<file path="config.mk">
export PLATFORM = sky130hd
export DESIGN_NAME = muldiv_seq
export DESIGN_NICKNAME = d
export VERILOG_FILES = /design/src/rtl/muldiv_pkg.sv /design/src/rtl/muldiv_seq_hilo_regs.sv /design/src/rtl/muldiv_seq.sv
export SDC_FILE = /design/constraint.sdc
export NUM_CORES = 1
export LEC_CHECK = 0
export CAP_MARGIN = 20
export CORE_MARGIN = 4
export CORE_UTILIZATION = 35
export DETAILED_ROUTE_END_ITERATION = 10
export GPL_TIMING_DRIVEN = 0
export PLACE_DENSITY = 0.67
export SETUP_SLACK_MARGIN = 0.1
export SKIP_CTS_REPAIR_TIMING = 1
export SLEW_MARGIN = 30
export SYNTH_ARGS = -nofsm -noshare
export SYNTH_HDL_FRONTEND = slang
export SYNTH_HIERARCHICAL = 1
export SYNTH_SLANG_ARGS = --single-unit
</file>
<file path="constraint.sdc">
create_clock -name clk -period 2.2 [get_ports clk]
set_input_delay 0.33 -clock clk [delete_from_list [all_inputs] [get_ports clk]]
set_output_delay 0.33 -clock clk [all_outputs]
set_load 0.005 [all_outputs]
</file>
<file path="src/rtl/muldiv_pkg.sv">
// Shared types and constants for the MULT/DIV sequencer.
package muldiv_pkg;

  typedef enum logic [1:0] {
    IDLE   = 2'd0,
    LAUNCH = 2'd1,
    WAIT   = 2'd2,
    COMMIT = 2'd3
  } state_t;

  localparam logic OP_MULT = 1'b0;
  localparam logic OP_DIV  = 1'b1;

  // Must exceed the slowest unit latency (mult: 32 cycles after start).
  localparam int DEFAULT_TIMEOUT = 64;
  localparam int DEFAULT_CNT_W   = 7;

  // Result pair as it lands in the architectural registers.
  typedef struct packed {
    logic [31:0] hi;
    logic [31:0] lo;
  } hilo_t;

endpackage

</file>
<file path="src/rtl/muldiv_seq_hilo_regs.sv">
// Architectural HI/LO register pair. A commit loads both halves at once;
// direct writes (MTHI/MTLO) load either half independently. The sequencer
// only allows direct writes in IDLE and commits in COMMIT, so the two
// never compete.
module hilo_regs
  import muldiv_pkg::*;
(
  input  logic        clk,
  input  logic        reset,
  input  logic        hi_we,
  input  logic        lo_we,
  input  logic [31:0] wdata,
  input  logic        commit_en,
  input  hilo_t       commit_val,
  output logic [31:0] hi_out,
  output logic [31:0] lo_out
);

  logic [31:0] hi_q;
  logic [31:0] lo_q;

  // HI/LO update: commit first, otherwise independent direct writes.
  always_ff @(posedge clk) begin
    // NOTE: sequential state uses non-blocking assignments so every register
    // samples pre-edge values regardless of process evaluation order.
    if (reset) begin
      hi_q <= '0;
      lo_q <= '0;
    end else if (commit_en) begin
      hi_q <= commit_val.hi;
      lo_q <= commit_val.lo;
    end else begin
      if (hi_we) hi_q <= wdata;
      if (lo_we) lo_q <= wdata;
    end
  end

  assign hi_out = hi_q;
  assign lo_out = lo_q;

endmodule

</file>
<file path="src/rtl/muldiv_seq.sv">
// MULT/DIV sequencer: accepts one request, pulses the selected unit's start,
// waits (bounded by TIMEOUT) for its completion level, then commits the result
// into HI/LO. Optional perf counters are built when MULDIV_PERF_EN is defined.
module muldiv_seq
  import muldiv_pkg::*;
#(
  parameter int TIMEOUT = DEFAULT_TIMEOUT,
  parameter int CNT_W   = DEFAULT_CNT_W
) (
  input  logic        clk,
  input  logic        reset,
  input  logic        op_valid,
  input  logic        op_sel,
  output logic        op_ready,
  input  logic [31:0] rs_val,
  input  logic [31:0] rt_val,
  output logic        mult_start,
  output logic        div_start,
  output logic [31:0] unit_a,
  output logic [31:0] unit_b,
  input  logic [31:0] mult_high,
  input  logic [31:0] mult_low,
  input  logic        mult_done,
  input  logic [31:0] div_hi,
  input  logic [31:0] div_lo,
  input  logic        div_done,
  input  logic        hi_we,
  input  logic        lo_we,
  input  logic [31:0] wdata,
  output logic [31:0] hi_out,
  output logic [31:0] lo_out,
  output logic        busy,
  output logic        op_done,
  output logic        dz_err,
`ifdef MULDIV_PERF_EN
  output logic [15:0] perf_ops,
  output logic [15:0] perf_stall,
`endif
  output logic        to_err
);

  localparam logic [CNT_W-1:0] CNT_LAST = CNT_W'(TIMEOUT - 1);

  state_t           state_q, state_d;
  logic [CNT_W-1:0] cnt_q, cnt_d;
  logic             sel_q;
  logic [31:0]      a_q, b_q;
  hilo_t            res_q;
  logic             dz_q, dz_d;
  logic             to_q, to_d;
  logic             accept;
  logic             unit_done;

  assign accept    = (state_q == IDLE) && op_valid;
  // Only the launched unit's flag matters; the other may hold a stale level.
  assign unit_done = (sel_q == OP_MULT) ? mult_done : div_done;

  // State and wait-counter register.
  always_ff @(posedge clk) begin
    if (reset) begin
      state_q <= IDLE;
      cnt_q   <= '0;
    end else begin
      state_q <= state_d;
      cnt_q   <= cnt_d;
    end
  end

  // Next-state logic, including divide-by-zero and timeout detection.
  always_comb begin
    // NOTE: every output of this block gets a default first, so no path
    // leaves a variable unassigned and no latch is inferred.
    state_d = state_q;
    cnt_d   = cnt_q;
    dz_d    = 1'b0;
    to_d    = 1'b0;
    unique case (state_q)
      IDLE: begin
        cnt_d = '0;
        if (op_valid) begin
          if (op_sel == OP_DIV && rt_val == '0) dz_d = 1'b1;
          else state_d = LAUNCH;
        end
      end
      LAUNCH: begin
        cnt_d   = '0;
        state_d = WAIT;
      end
      WAIT: begin
        cnt_d = cnt_q + 1'b1;
        // Completion is checked first so it wins over a coincident timeout.
        if (unit_done) begin
          state_d = COMMIT;
        end else if (cnt_q == CNT_LAST) begin
          to_d    = 1'b1;
          state_d = IDLE;
        end
      end
      COMMIT: state_d = IDLE;
      default: state_d = IDLE;
    endcase
  end

  // Moore outputs decoded from the current state.
  always_comb begin
    op_ready   = (state_q == IDLE);
    busy       = (state_q != IDLE);
    mult_start = (state_q == LAUNCH) && (sel_q == OP_MULT);
    div_start  = (state_q == LAUNCH) && (sel_q == OP_DIV);
    op_done    = (state_q == COMMIT);
  end

  // Operand latch, captured result and registered error pulses.
  always_ff @(posedge clk) begin
    if (reset) begin
      sel_q <= OP_MULT;
      a_q   <= '0;
      b_q   <= '0;
      res_q <= '0;
      dz_q  <= 1'b0;
      to_q  <= 1'b0;
    end else begin
      dz_q <= dz_d;
      to_q <= to_d;
      if (accept) begin
        sel_q <= op_sel;
        a_q   <= rs_val;
        b_q   <= rt_val;
      end
      if (state_q == WAIT && unit_done) begin
        res_q <= (sel_q == OP_MULT) ? hilo_t'({mult_high, mult_low})
                                    : hilo_t'({div_hi, div_lo});
      end
    end
  end

  assign unit_a = a_q;
  assign unit_b = b_q;
  assign dz_err = dz_q;
  assign to_err = to_q;

  // Direct writes are dropped outside IDLE.
  hilo_regs u_hilo (
    .clk        (clk),
    .reset      (reset),
    .hi_we      (hi_we && (state_q == IDLE)),
    .lo_we      (lo_we && (state_q == IDLE)),
    .wdata      (wdata),
    .commit_en  (state_q == COMMIT),
    .commit_val (res_q),
    .hi_out     (hi_out),
    .lo_out     (lo_out)
  );

`ifdef MULDIV_PERF_EN
  logic [15:0] perf_ops_q, perf_stall_q;

  // Saturating commit and stall counters.
  always_ff @(posedge clk) begin
    if (reset) begin
      perf_ops_q   <= '0;
      perf_stall_q <= '0;
    end else begin
      if (state_q == COMMIT && perf_ops_q != 16'hFFFF) perf_ops_q <= perf_ops_q + 16'd1;
      if (busy && perf_stall_q != 16'hFFFF) perf_stall_q <= perf_stall_q + 16'd1;
    end
  end

  assign perf_ops   = perf_ops_q;
  assign perf_stall = perf_stall_q;
`endif

endmodule

</file>
==> flow_summary.ini, run 1 <==
[run_status]
outcome = finished clean

[drt]
drcViolationCount = 0
vias = 8297
drt-total-wl_um = 33900
first_pass_iters = 5
wl_per_cell_um = 20.2
drtIter0Drc = 254
ant_nets = 0
via_per_inst = 4.95

[power]
ir_drop_mv = 0.623
finalPower_w = 0.0100
p_leak_nw = 5.08
p_per_area_nw_per_um2 = 706

[sta]
rsz0062_at_grt = false
hold_viol_final = 0
clock_skew_ns = 0.00833
final_max_slew_viol_count = 0
hold-worst-slack_ns = 0.221
fmax_ghz = 0.500
period_minus_slack_ns = 2.00
setup_slack_ns = 0.202
fin_crit_sh_pct = 90.8
slew_headroom_pct = 45.5
worst_pin_slew_ns = 0.817
setup_viol_count_final = 0

[critical_path]
worst-setup-path-type = reg -> out
arrival_ns = 1.67
max_stage_delay_ns = 0.53
cp-start-kind = register
crit_buf_inv = 2
slowest_stage = clkdlybuf4s50_1
crit_fanout = 10
critical_path.top_delay_family = buffers and inverters
critPathLaunch = state_q[0]
r2r_start = state_q[1]
critPathRequiredTime_ns = 1.87
path_cells = buf_6, nor2_2, clkdlybuf4s50_1
cp-end-kind = output pin

[floorplan]
die_w_um = 171
initial_utilization_pct = 35.7
die_area_um2 = 29300
ioPinCount = 367
placementRows = 59
die_y_um = 171
coreArea_um2 = 26100

[yosys]
syn_nets = 1169
synth-edff-count = 0
ys.flop_type = dfxtp_1
async_flop_share_pct = 0
syn_area_um2 = 9320
synth_seq_cells = 204
synthesis.area_per_instance_um2 = 9.96
yosysSeqAreaShare_pct = 43.8
synth_cell_type_count = 41
yosys_warnings = 6
syn_inst = 936

[grt]
grt_overflow_total = 0
grt_max_degree = 13
gr-usage-all-layers_pct = 21.6
grt_pass1_wl_um = 48900
antenna_found_initial = 0
grt_pass1_vias = 8453

[finish]
layout_common_cells = clkdlybuf4s50_1 (362), dfxtp_1 (203), a21oi_1 (133)
antenna_cells = 0
fillers = 2434
nets = 1559
area_delta_synth_final_pct = 52.0
stdcell_area_um2 = 14200
layout-drive-gt1-share_pct = 14.2
layout_commonest_cell = clkdlybuf4s50_1

[cts]
clockRootBuffer = clkbuf_16
cts_max_level = 1
clk_pin_slew_ns = 0.06
cts_inserted_buffers = 23
max-clock-path-buffers = 3
cts_sinks = 204
cts_tree = done
clk_latency_ns = 0.50

[run]
maxCapViolations = 0

[placed_design]
gp_congestion = 0.892
place_hpwl_um = 26900
placed_area_um2 = 13400
io_buffers = 365
dp_slack_ns = -0.112

[worst_hold_path]
hold_start = reset
hold_path.class = in -> reg
==> path summary, 6_finish.rpt <==
path	end	slack, ns	depth (start not counted)
min reg2reg	unit_a[14]	0.45	2
min	u_hilo/hi_out[31]	0.22	2
max reg2reg	res_q[47]	0.30	6
max	op_ready	0.20	3
==> metal layers <==
metal	routed length, um	track usage, %
met1	13300	24.6
met2	16800	39.3
met3	3230	7.22
met4	665	4.75
met5	0	0
==> cell type report <==
class	count	area [um2]	share of cell area, %
Buffer	89	577	4.07
Tap cell	335	419	2.96
Clock inverter	5	25.0	0.177
Inverter	3	11.3	0.0795
Multi-Input combinational cell	640	4680	33.1
Timing Repair Buffer	365	3660	25.8
Clock buffer	36	704	4.97
Sequential cell	204	4090	28.9
==> Yosys cell counts, types with 2 or more instances <==
| library cell | n | share of area, % |
|---|---|---|
| dfxtp_1 | 204 | 44 |
| a21oi_1 | 133 | 7.1 |
| nand2_1 | 132 | 5.3 |
| mux2i_1 | 129 | 14 |
| a211oi_2 | 98 | 13 |
| nor2b_1 | 66 | 4.4 |
| clkbuf_1 | 36 | 1.4 |
| a211oi_1 | 31 | 2.5 |
| buf_2 | 31 | 1.7 |
| buf_6 | 10 | 1.2 |
| nor2_1 | 9 | 0.36 |
| nor4_1 | 6 | 0.40 |
| buf_1 | 5 | 0.20 |
| buf_12 | 5 | 1.1 |
| or4_1 | 5 | 0.40 |
| and2_1 | 4 | 0.27 |
| xor2_1 | 3 | 0.28 |
| inv_1 | 2 | 0.081 |
| nand2b_1 | 2 | 0.13 |
| nand4b_1 | 2 | 0.19 |
| nor4b_1 | 2 | 0.19 |
| or3_1 | 2 | 0.13 |
==> sequential cells by signal (all words and copies together) (netlist names) <==
name,cells
res_q,64
u_hilo/hi_out,32
u_hilo/lo_out,32
unit_a,32
unit_b,32
cnt_q,7
state_q,2
dz_err,1
sel_q,1
to_err,1
==> kinds of logic after synthesis <==
family,count (synthesis),share of synthesized area [%]
AOI/OAI and AO/OA,266,23.1
xor gates and xnor gates,4,0.376
adders and majority gates,1,0.134
buffers and inverters,92,5.96
DFF,204,43.8
muxes,130,14.0
and+or+nand+nor,239,12.6
==> report_power, final <==
group | total [W] | internal [W] | switching [W]
registers | 0.00412 | 0.00397 | 0.000157
logic | 0.00219 | 0.00121 | 0.000980
clock network | 0.00369 | 0.00219 | 0.00150
==> through the flow <==
stage	cells	util (%)	TNS [ns]
after floorplan	936	-	0
after global placement	1636	51.2	-0.290
after detailed placement	1636	51.2	-0.726
after CTS	1677	54.0	-1.86
after global routing	1677	54.2	0
final	1677	54.2	0
==> worst reg2reg max path, stage by stage, from the launching register on <==
cell      delay, ns
dfxtp_1        0.46
nor2b_1        0.30
buf_2          0.22
clkbuf_4       0.26
buf_2          0.27
a21oi_1        0.12
a211oi_2       0.20
(Power assumes the default switching activity.)
==> run 2: changes to the inputs <==
--- a/config.mk
+++ b/config.mk
@@ -5,7 +5,6 @@
 export SDC_FILE = /design/constraint.sdc
 export NUM_CORES = 1
 export LEC_CHECK = 0
-export CAP_MARGIN = 20
 export CORE_MARGIN = 4
 export CORE_UTILIZATION = 35
 export DETAILED_ROUTE_END_ITERATION = 10
==> results of run 2 <==
Same layout as run 1: the final DEF is identical, and so are final timing and power.
==> run 3: changes to the inputs <==
--- a/config.mk
+++ b/config.mk
@@ -10,7 +10,6 @@
 export DETAILED_ROUTE_END_ITERATION = 10
 export GPL_TIMING_DRIVEN = 0
 export PLACE_DENSITY = 0.67
-export SETUP_SLACK_MARGIN = 0.1
 export SKIP_CTS_REPAIR_TIMING = 1
 export SLEW_MARGIN = 30
 export SYNTH_ARGS = -nofsm -noshare
==> flow_summary.ini, run 3 (synthesis results as in run 1) <==
[cts]
clockRootBuffer = clkbuf_16
clk_latency_ns = 0.50
cts_max_level = 1
clk_pin_slew_ns = 0.06
cts_inserted_buffers = 23
cts_sinks = 204
cts_tree = done
max-clock-path-buffers = 3

[sta]
fmax_ghz = 0.480
slew_headroom_pct = 45.7
fin_crit_sh_pct = 94.6
rsz0062_at_grt = true
setup_viol_count_final = 0
setup_tns_ns = 0
final_max_slew_viol_count = 0
clock_skew_ns = 0.00768
period_minus_slack_ns = 2.08
worst_pin_slew_ns = 0.815
hold_viol_final = 0

[floorplan]
placementRows = 59
coreArea_um2 = 26100
die_area_um2 = 29300
die_w_um = 171
die_y_um = 171
ioPinCount = 367
initial_utilization_pct = 35.7

[finish]
layout_commonest_cell = clkdlybuf4s50_1
nets = 1559
layout_common_cells = clkdlybuf4s50_1 (363), dfxtp_1 (203), a21oi_1 (133)
area_delta_synth_final_pct = 51.9
stdcell_area_um2 = 14200
final_util_pct = 54.2
largest_reg_flops = 64
regMostFlops = res_q
antenna_cells = 0
layout-drive-gt1-share_pct = 14.1

[critical_path]
path_cells = buf_6, nor2_1, clkdlybuf4s50_1
cp-end-kind = output pin
worst-setup-path-type = reg -> out
cp-start-kind = register
slowest_stage = clkdlybuf4s50_1
max_stage_delay_ns = 0.55
critPathRequiredTime_ns = 1.87
arrival_ns = 1.75
crit_fanout = 10

[power]
combPwrFrac_pct = 21.9
seqPwrFrac_pct = 41.2
p_per_area_nw_per_um2 = 706
p_sw_w = 0.00264
p_leak_nw = 5.06
ir_drop_mv = 0.623
p_sw_share_pct = 26.4
pwr-share-clk_pct = 36.9
p_int_w = 0.00736

[run]
maxCapViolations = 0

[drt]
drt-total-wl_um = 33900
wl_per_cell_um = 20.2
ant_nets = 0
drcViolationCount = 0
vias = 8287
drtIter0Drc = 259
via_per_inst = 4.94
first_pass_iters = 4

[run_status]
outcome = finished clean

[grt]
grt_overflow_total = 0
grt_pass1_wl_um = 48900
gr-usage-all-layers_pct = 21.6
grt_max_degree = 13
grt_pass1_vias = 8453
antenna_found_initial = 0

[placed_design]
placed_area_um2 = 13400
io_buffers = 365
place_hpwl_um = 26900
gp_congestion = 0.892

[worst_hold_path]
hold_path.class = in -> reg
## run 3: routing by layer
layer / GRT usage, % / vias to the layer above / share of wire (%)
li1: - / 4114 / -
met5: 0 / - / 0
met1: 24.6 / 3819 / 39
met2: 39.3 / 311 / 49
met3: 7.22 / 43 / 9.4
met4: 4.75 / 0 / 2.0
## run 3: area by class of cell
cell class                      instances  area (um2)
Buffer                                 89         574
Clock buffer                           36         704
Clock inverter                          5        25.0
Fill cell                            2433       12000
Inverter                                3        11.3
Multi-Input combinational cell        640        4680
Sequential cell                       204        4090
Tap cell                              335         419
Timing Repair Buffer                  365        3660
## run 3: worst max-delay path: cells and delay by family, from the launching register on
kind,cells,cell delay [ns]
buffers and inverters,2,0.69
DFF,1,0.36
and+or+nand+nor,1,0.20
## run 3: power by group through the flow
stage / Combinational [W] / Clock, W / Sequential, W
finish: 0.00219 / 0.00369 / 0.00412
floorplan: 0.00102 / 0 / 0.00418
global route: 0.00235 / 0.00394 / 0.00415
global placement: 0.00218 / 0 / 0.00420
detailed placement: 0.00220 / 0 / 0.00420
CTS: 0.00221 / 0.00379 / 0.00413
## run 3: metrics by stage
stage | cells | worst slack [ns] | hold WS (ns) | total power (W)
2_1_floorplan | 936 | 0.577 | 0.453 | 0.00520
3_3_place_gp | 1636 | -0.0844 | 0.441 | 0.00638
3_5_place_dp | 1636 | -0.112 | 0.448 | 0.00640
4_1_cts | 1677 | -0.658 | 0.195 | 0.0101
5_1_grt | 1677 | -0.00218 | 0.221 | 0.0104
6_report | 1677 | 0.118 | 0.220 | 0.0100
## run 3: path summary, 6_finish.rpt
path	end	cells past startpoint	startpoint	slack (ns)
hold / removal	u_hilo/hi_out[31]	2	reset	0.22
setup reg to reg	res_q[47]	6	state_q[1]	0.25
hold reg to reg	unit_a[14]	2	unit_a[14]	0.45
setup / recovery	op_ready	3	state_q[0]	0.12
